[src/rtl/inst_fetch.sv]
// Multi-cycle instruction fetch unit: owns the PC, issues one read per instruction over
// a valid/ready memory port and hands each word with its PC to decode.
module inst_fetch #(
    parameter logic [31:0] RESET_PC = 32'h8000_0000
) (
    input  logic        clk,
    input  logic        rst,
    output logic        mem_req_valid,
    input  logic        mem_req_ready,
    output logic [31:0] mem_req_addr,
    input  logic        mem_rsp_valid,
    input  logic [31:0] mem_rsp_data,
    input  logic        mem_rsp_err,
    output logic        inst_valid,
    input  logic        inst_ready,
    output logic [31:0] inst,
    output logic [31:0] inst_pc,
    output logic        inst_fault,
    input  logic        redirect_valid,
    input  logic [31:0] redirect_pc
);

    typedef enum logic [2:0] {
        IDLE,
        REQ,
        WAIT,
        OUT,
        DROP
    } state_e;

    state_e      state_q;
    logic [31:0] pc_q;
    logic [31:0] inst_q;
    logic [31:0] inst_pc_q;
    logic        fault_q;

    logic        misaligned;
    logic        req_fire;
    logic [31:0] pc_plus4;

    assign misaligned = |pc_q[1:0];
    assign req_fire   = mem_req_valid && mem_req_ready;
    assign pc_plus4   = pc_q + 32'd4;

    // Outputs come only from state and registers, never from inputs.
    assign mem_req_valid = (state_q == REQ) && !misaligned;
    assign mem_req_addr  = pc_q;
    assign inst_valid    = (state_q == OUT);
    assign inst          = inst_q;
    assign inst_pc       = inst_pc_q;
    assign inst_fault    = fault_q;

    always_ff @(posedge clk or negedge rst) begin
        if (!rst) begin
            state_q   <= IDLE;
            pc_q      <= RESET_PC;
            inst_q    <= 32'd0;
            inst_pc_q <= 32'd0;
            fault_q   <= 1'b0;
        end else begin
            case (state_q)
                IDLE: begin
                    if (redirect_valid) begin
                        pc_q <= redirect_pc;
                    end
                    state_q <= REQ;
                end
                REQ: begin
                    // A request accepted together with a redirect is still in flight.
                    if (redirect_valid) begin
                        pc_q    <= redirect_pc;
                        state_q <= req_fire ? DROP : REQ;
                    end else if (misaligned) begin
                        inst_q    <= 32'd0;
                        inst_pc_q <= pc_q;
                        fault_q   <= 1'b1;
                        state_q   <= OUT;
                    end else if (mem_req_ready) begin
                        state_q <= WAIT;
                    end
                end
                WAIT: begin
                    if (redirect_valid) begin
                        pc_q    <= redirect_pc;
                        state_q <= mem_rsp_valid ? REQ : DROP;
                    end else if (mem_rsp_valid) begin
                        inst_q    <= mem_rsp_err ? 32'd0 : mem_rsp_data;
                        inst_pc_q <= pc_q;
                        fault_q   <= mem_rsp_err;
                        state_q   <= OUT;
                    end
                end
                OUT: begin
                    if (redirect_valid) begin
                        pc_q    <= redirect_pc;
                        state_q <= REQ;
                    end else if (inst_ready) begin
                        pc_q    <= pc_plus4;
                        state_q <= REQ;
                    end
                end
                DROP: begin
                    if (redirect_valid) begin
                        pc_q <= redirect_pc;
                    end
                    if (mem_rsp_valid) begin
                        state_q <= REQ;
                    end
                end
                default: state_q <= IDLE;
            endcase
        end
    end

endmodule
[config.mk]
export PLATFORM = sky130hd
export DESIGN_NAME = inst_fetch
export DESIGN_NICKNAME = d
export VERILOG_FILES = /design/src/rtl/inst_fetch.sv
export SDC_FILE = /design/constraint.sdc
export NUM_CORES = 1
export LEC_CHECK = 0
export CORE_MARGIN = 8
export CORE_UTILIZATION = 63
export DETAILED_ROUTE_END_ITERATION = 7
export DONT_BUFFER_PORTS = 1
export PLACE_DENSITY = 0.76
export SYNTH_ARGS = -nofsm -noshare
export SYNTH_HDL_FRONTEND = slang
export SYNTH_SLANG_ARGS = --single-unit
[constraint.sdc]
create_clock -name clk -period 2.55 [get_ports clk]
set_input_delay 0.255 -clock clk [delete_from_list [all_inputs] [get_ports clk]]
set_output_delay 0.255 -clock clk [all_outputs]
set_load 0.01 [all_outputs]
=== Word level (Yosys, flattened, before mapping) ===
Cells that the tools add are included.

* Add/subtract/negate cells: 1
* Reduce and logical (&&, ||, !) cells: 11
* Eq/ne operators: 13
* Multiplexer cells: 31

{| class="wikitable"
|+ Operators by type and width
! cell !! count
|-
| $mux 32 || 12
|-
| $pmux 32 s2 || 3
|-
| $add 32x3->32 const B || 1
|-
| $mux 3 || 10
|-
| $pmux 3 s5 || 1
|-
| $ne 2x2->1 const B || 5
|-
| $eq 3x2->1 const B || 2
|-
| $reduce_and 5->1 || 1
|-
| $mux 1 || 4
|-
| $ne 4x4->1 const B || 1
|-
| $reduce_and 4->1 || 1
|-
| $reduce_bool 2->1 || 2
|-
| $reduce_or 4->1 || 1
|-
| $eq 3x1->1 const B || 1
|-
| $eq 3x3->1 const B || 1
|-
| $logic_not 3->1 || 1
|-
| $ne 3x1->1 const B || 1
|-
| $ne 3x3->1 const B || 1
|-
| $reduce_and 3->1 || 1
|-
| $logic_and 1x1->1 || 2
|-
| $ne 2x1->1 const B || 1
|-
| $pmux 1 s2 || 1
|-
| $reduce_or 2->1 || 1
|-
| $logic_not 1->1 || 1
|}

* Input bits: 71
* Output and inout port bits: 99
* Register bits after elaboration: 100

=== Longest topological paths before layout ===
* Depth after elaboration: 7
* Depth in mapped cells: 8
* Gate-level depth less buffers: 6

=== Worst setup path before layout ===
OpenSTA, ideal clock, no wires.

* Path type: register to register
* From: reg pc_q[2] (netlist: mem_req_addr[2])
* To: reg pc_q[28] (netlist: mem_req_addr[28])
* Path slack: 619 ps
* Period minus slack after synthesis: 1931 ps
* Data required time: 2481 ps
* Arrival: 1862 ps
* Setup time: 69 ps
* Stages on the path, launching flop included: 7
* Path buffers: 0
* Cells stage by stage: dfrtp_1 -> ha_1 -> nand4_1 -> nor3_4 -> nand3_1 -> or4_1 -> nand3_1

* Cells in the longest elaborated chain, start to end: 4

{| class="wikitable"
|+ Ends and longest elaborated chain
! what !! line !! text
|-
| start, declared || 32 || <nowiki>logic [31:0] pc_q;</nowiki>
|-
| start signal, assigned || 64 || <nowiki>pc_q <= redirect_pc;</nowiki>
|-
| start signal, assigned || 71 || <nowiki>pc_q <= redirect_pc;</nowiki>
|-
| start signal, assigned || 84 || <nowiki>pc_q <= redirect_pc;</nowiki>
|-
| $add 32x3->32 || 43 || <nowiki>assign pc_plus4 = pc_q + 32'd4;</nowiki>
|-
| $mux 32 || 97 || <nowiki>end else if (inst_ready) begin</nowiki>
|-
| $mux 32 || 94 || <nowiki>if (redirect_valid) begin</nowiki>
|-
| $pmux 32 s2 || 61 || <nowiki>case (state_q)</nowiki>
|}

No other way between the ends. The select of a mux whose other input is x is not followed.
A chain may end at the register's enable or synchronous reset.

=== Worst setup path in the final report ===
* From: reg pc_q[10] (netlist: mem_req_addr[10])
* To: reg pc_q[29] (netlist: mem_req_addr[29])

The elaborated chain is that of the path after synthesis.

==> reports/results.tsv <==
stage	metric	value	unit
run_status	outcome	finished, violations left	
run_status	failing checks	hold timing	
grt	vias in the first global route	3530	
die	die area	10300	um^2
pwr	P per Cell Area	1110	nW/um^2
die	Die Wd	102	um
synthesis	Netlist Area Pre-Place	4620	um^2
clock_tree	Post-CTS Hold Buffers	5	
critical_path	Worst Setup Path Type	flip-flop to flip-flop	
layout	fin cells	536	
layout	Filler cells	547	
critical_path	capture point of the worst reg-to-reg path	mem_req_addr[29]$_DFFE_PN0P_	
synthesis	Yosys reg bits	100	
sta	RSZ-0062 raised after global routing	no	
sta	achievable clock frequency	456	MHz
critical_path	R2R setup slack	0.36	ns
routing	DR vias	3563	
die	Core Region	7180	um^2
grt	initial antenna violation count	0	
synthesis	EDFF count, synth	0	
die	die height	102	um
routing	Starting DRT DRC Count	268	
critical_path	Setup crit start kind	flip-flop	
clock_tree	CTS resizes	0	
sta	Slew Limit Fails	0	
worst_hold_path	worst min path class	primary input to asynchronous set/reset pin	
synthesis	main area contributors after synthesis	dfrtp_1 (54%), mux2_1 (6.6%), a22o_1 (6.5%)	
placement	final RePlAce weighted congestion	0.890	
synthesis	most common cell in the netlist	dfrtp_1	
synthesis	ys async rst share	100	%
sta	Worst slew margin	53.4	%
synthesis	Top FF cell, synth	dfrtp_1	
synthesis	largest area contributor in the synthesized netlist	dfrtp_1	
critical_path	crit-path max FO	9	
synthesis	sequential element share of the synthesized area	54.2	%
sta	worst-margin pin slew	0.699	ns
layout	area of the multi-input gates	1960	um^2
placement	count of input and output buffers	0	
layout	antenna cells	0	
sta	Layout Skew	0.00862	ns
clock_tree	H-tree levels	3	
synthesis	Syn Inst Count	435	
layout	fin area	4980	um^2
grt	total track usage	23.1	%
routing	DR WL/cell	22.2	um
sta	min Tclk post-route	2.19	ns
layout	FF+latch area	2500	um^2
clock_tree	CTS tree	done	
grt	largest net degree at the start of global routing	101	
clock_tree	clock tree buffer depth	2	
grt	gr ovfl total	0	
clock_tree	CTS buffer count	9	
synthesis	top cells by count, synth	dfrtp_1 (99), nand2_1 (43), a22o_1 (34)	
sta	Final Hold Slack	-0.424	ns
job	max-cap violation count	0	
die	Core Rows	31	
critical_path	reg2reg start	mem_req_addr[10]$_DFFE_PN0P_	
layout	nets@finish	504	
critical_path	crit path DAT	2.49	ns
synthesis	Syn Nets	507	
die	Ports	170	
clock_tree	Root Buffer	clkbuf_8	
sta	Final Hold Fails	100	
routing	Remaining DRCs	0	
synthesis	Syn Area/Cell	10.6	um^2
sta	setup tns final	0	ns
synthesis	count of unique library cells instantiated by Yosys	55	
grt	first-pass GRT wire length	18700	um
critical_path	Crit. End Element	flip-flop	
clock_tree	Setup Buffers After CTS	0	
layout	share of cells above drive strength 1	7.78	%
pwr	Static Leak	2.15	nW
clock_tree	Clock Latency Late Sink	0.36	ns
routing	drt first pass iters	5	
critical_path	Critical Path RT	2.85	ns
placement	Area after DPL	4690	um^2
placement	HPWL after DPL	8530	um
synthesis	Synth Warn #	0	
routing	vias per cell	6.65	
sta	Final setup viols	0	
pwr	Worst VDD drop	560	uV
clock_tree	Clk pin slew, worst setup/hold paths	0.10	ns
die	initial core utilization	64.3	%
critical_path	R2R depth	5	
pwr	Final Power	5.51	mW
placement	Inst Count DP	512	
routing	Final ANT Viol Nets	0	
sta	final period utilization	86.0	%
clock_tree	Num Clock Sinks	100	
layout	area growth from synthesis to final layout	7.89	%
routing	routed wire length	11900	um
synthesis	top-area cell type share of the netlist area	53.7	%
-- state kept, by name, indices dropped and copies added, names as in the netlist --
register and count:
inst 32, inst_pc 32, mem_req_addr 32, state_q 3
inst_fault 1
-- metal layers --
layer  vias to the layer above  share of wire, %  GRT usage, %
li1                       1611                 -             -
met1                      1749                38          28.5
met2                       183                49          36.8
met3                        20                11          7.15
met4                         0               1.9          9.39
met5                         -                 0             0
-- layout make-up --
| cell class | instances | share of cell area (%) |
|---|---|---|
| Multi-Input combinational cell | 297 | 39.3 |
| Inverter | 7 | 0.528 |
| Clock inverter | 6 | 1.38 |
| Tap cell | 99 | 2.49 |
| Clock buffer | 10 | 2.76 |
| Timing Repair Buffer | 17 | 3.22 |
| Sequential cell | 100 | 50.3 |
-- worst max path at each step --
stage	cells past startpoint	slack (ns)	start	to
2_1_floorplan	6	0.62	mem_req_addr[2]$_DFFE_PN0P_	mem_req_addr[28]$_DFFE_PN0P_
3_3_place_gp	5	0.54	mem_req_addr[10]$_DFFE_PN0P_	mem_req_addr[27]$_DFFE_PN0P_
3_5_place_dp	5	0.45	mem_req_addr[10]$_DFFE_PN0P_	mem_req_addr[29]$_DFFE_PN0P_
4_1_cts	5	0.42	mem_req_addr[10]$_DFFE_PN0P_	mem_req_addr[29]$_DFFE_PN0P_
5_1_grt	5	0.25	mem_req_addr[10]$_DFFE_PN0P_	mem_req_addr[29]$_DFFE_PN0P_
6_report	5	0.36	mem_req_addr[10]$_DFFE_PN0P_	mem_req_addr[29]$_DFFE_PN0P_
-- logic make-up (layout without fill, tap and decap cells) --
logic type	count (synthesis)	count (layout)	share of synthesized area (%)
AOI/OAI and AO/OA	134	134	19.9
and+or+nand+nor	134	134	15.2
DFF	100	100	54.2
buffers and inverters	38	40	3.55
muxes	28	28	6.80
adders and majority gates	1	1	0.271
-- layout by cell type (no fill, tap or decap), types with 5 or more instances in the layout --
master | Yosys | layout
nor2_1 | 25 | 25
or3_1 | 5 | 5
nor3_1 | 9 | 8
and3_1 | 5 | 5
nand2_1 | 43 | 42
dlygate4sd3_1 | 0 | 8
dfrtp_1 | 99 | 99
nand4_1 | 7 | 7
a21oi_1 | 27 | 26
a22oi_1 | 5 | 5
o21ai_1 | 21 | 21
mux2_1 | 27 | 27
o31ai_1 | 6 | 6
buf_4 | 2 | 8
a22o_1 | 34 | 34
clkbuf_8 | 0 | 10
inv_1 | 7 | 7
nand3_1 | 16 | 16
o21ai_0 | 7 | 7
o22ai_1 | 6 | 6
-- worst max-delay path: stages, from the launching register on --
cell and delay (ns):
dfrtp_1 0.54, nand3_1 0.28, nor4_4 0.47, nand2_1 0.28, or4_1 0.46, nand3_1 0.09
-- power breakdown --
part | internal [mW] | switching [mW]
Clock | 0.490 | 0.562
Combinational | 0.633 | 0.770
Sequential | 2.14 | 0.916
Total | 3.26 | 2.25
-- stage by stage --
stage / setup WS [ns] / utilization (%) / hold WS, ns
floorplan: 0.619 / - / -0.0406
global placement: 0.536 / 65.4 / -0.0373
detailed placement: 0.450 / 65.4 / -0.0376
CTS: 0.420 / 69.0 / -0.439
global route: 0.255 / 69.4 / -0.447
finish: 0.358 / 69.4 / -0.424
(Power assumes the default switching activity.)
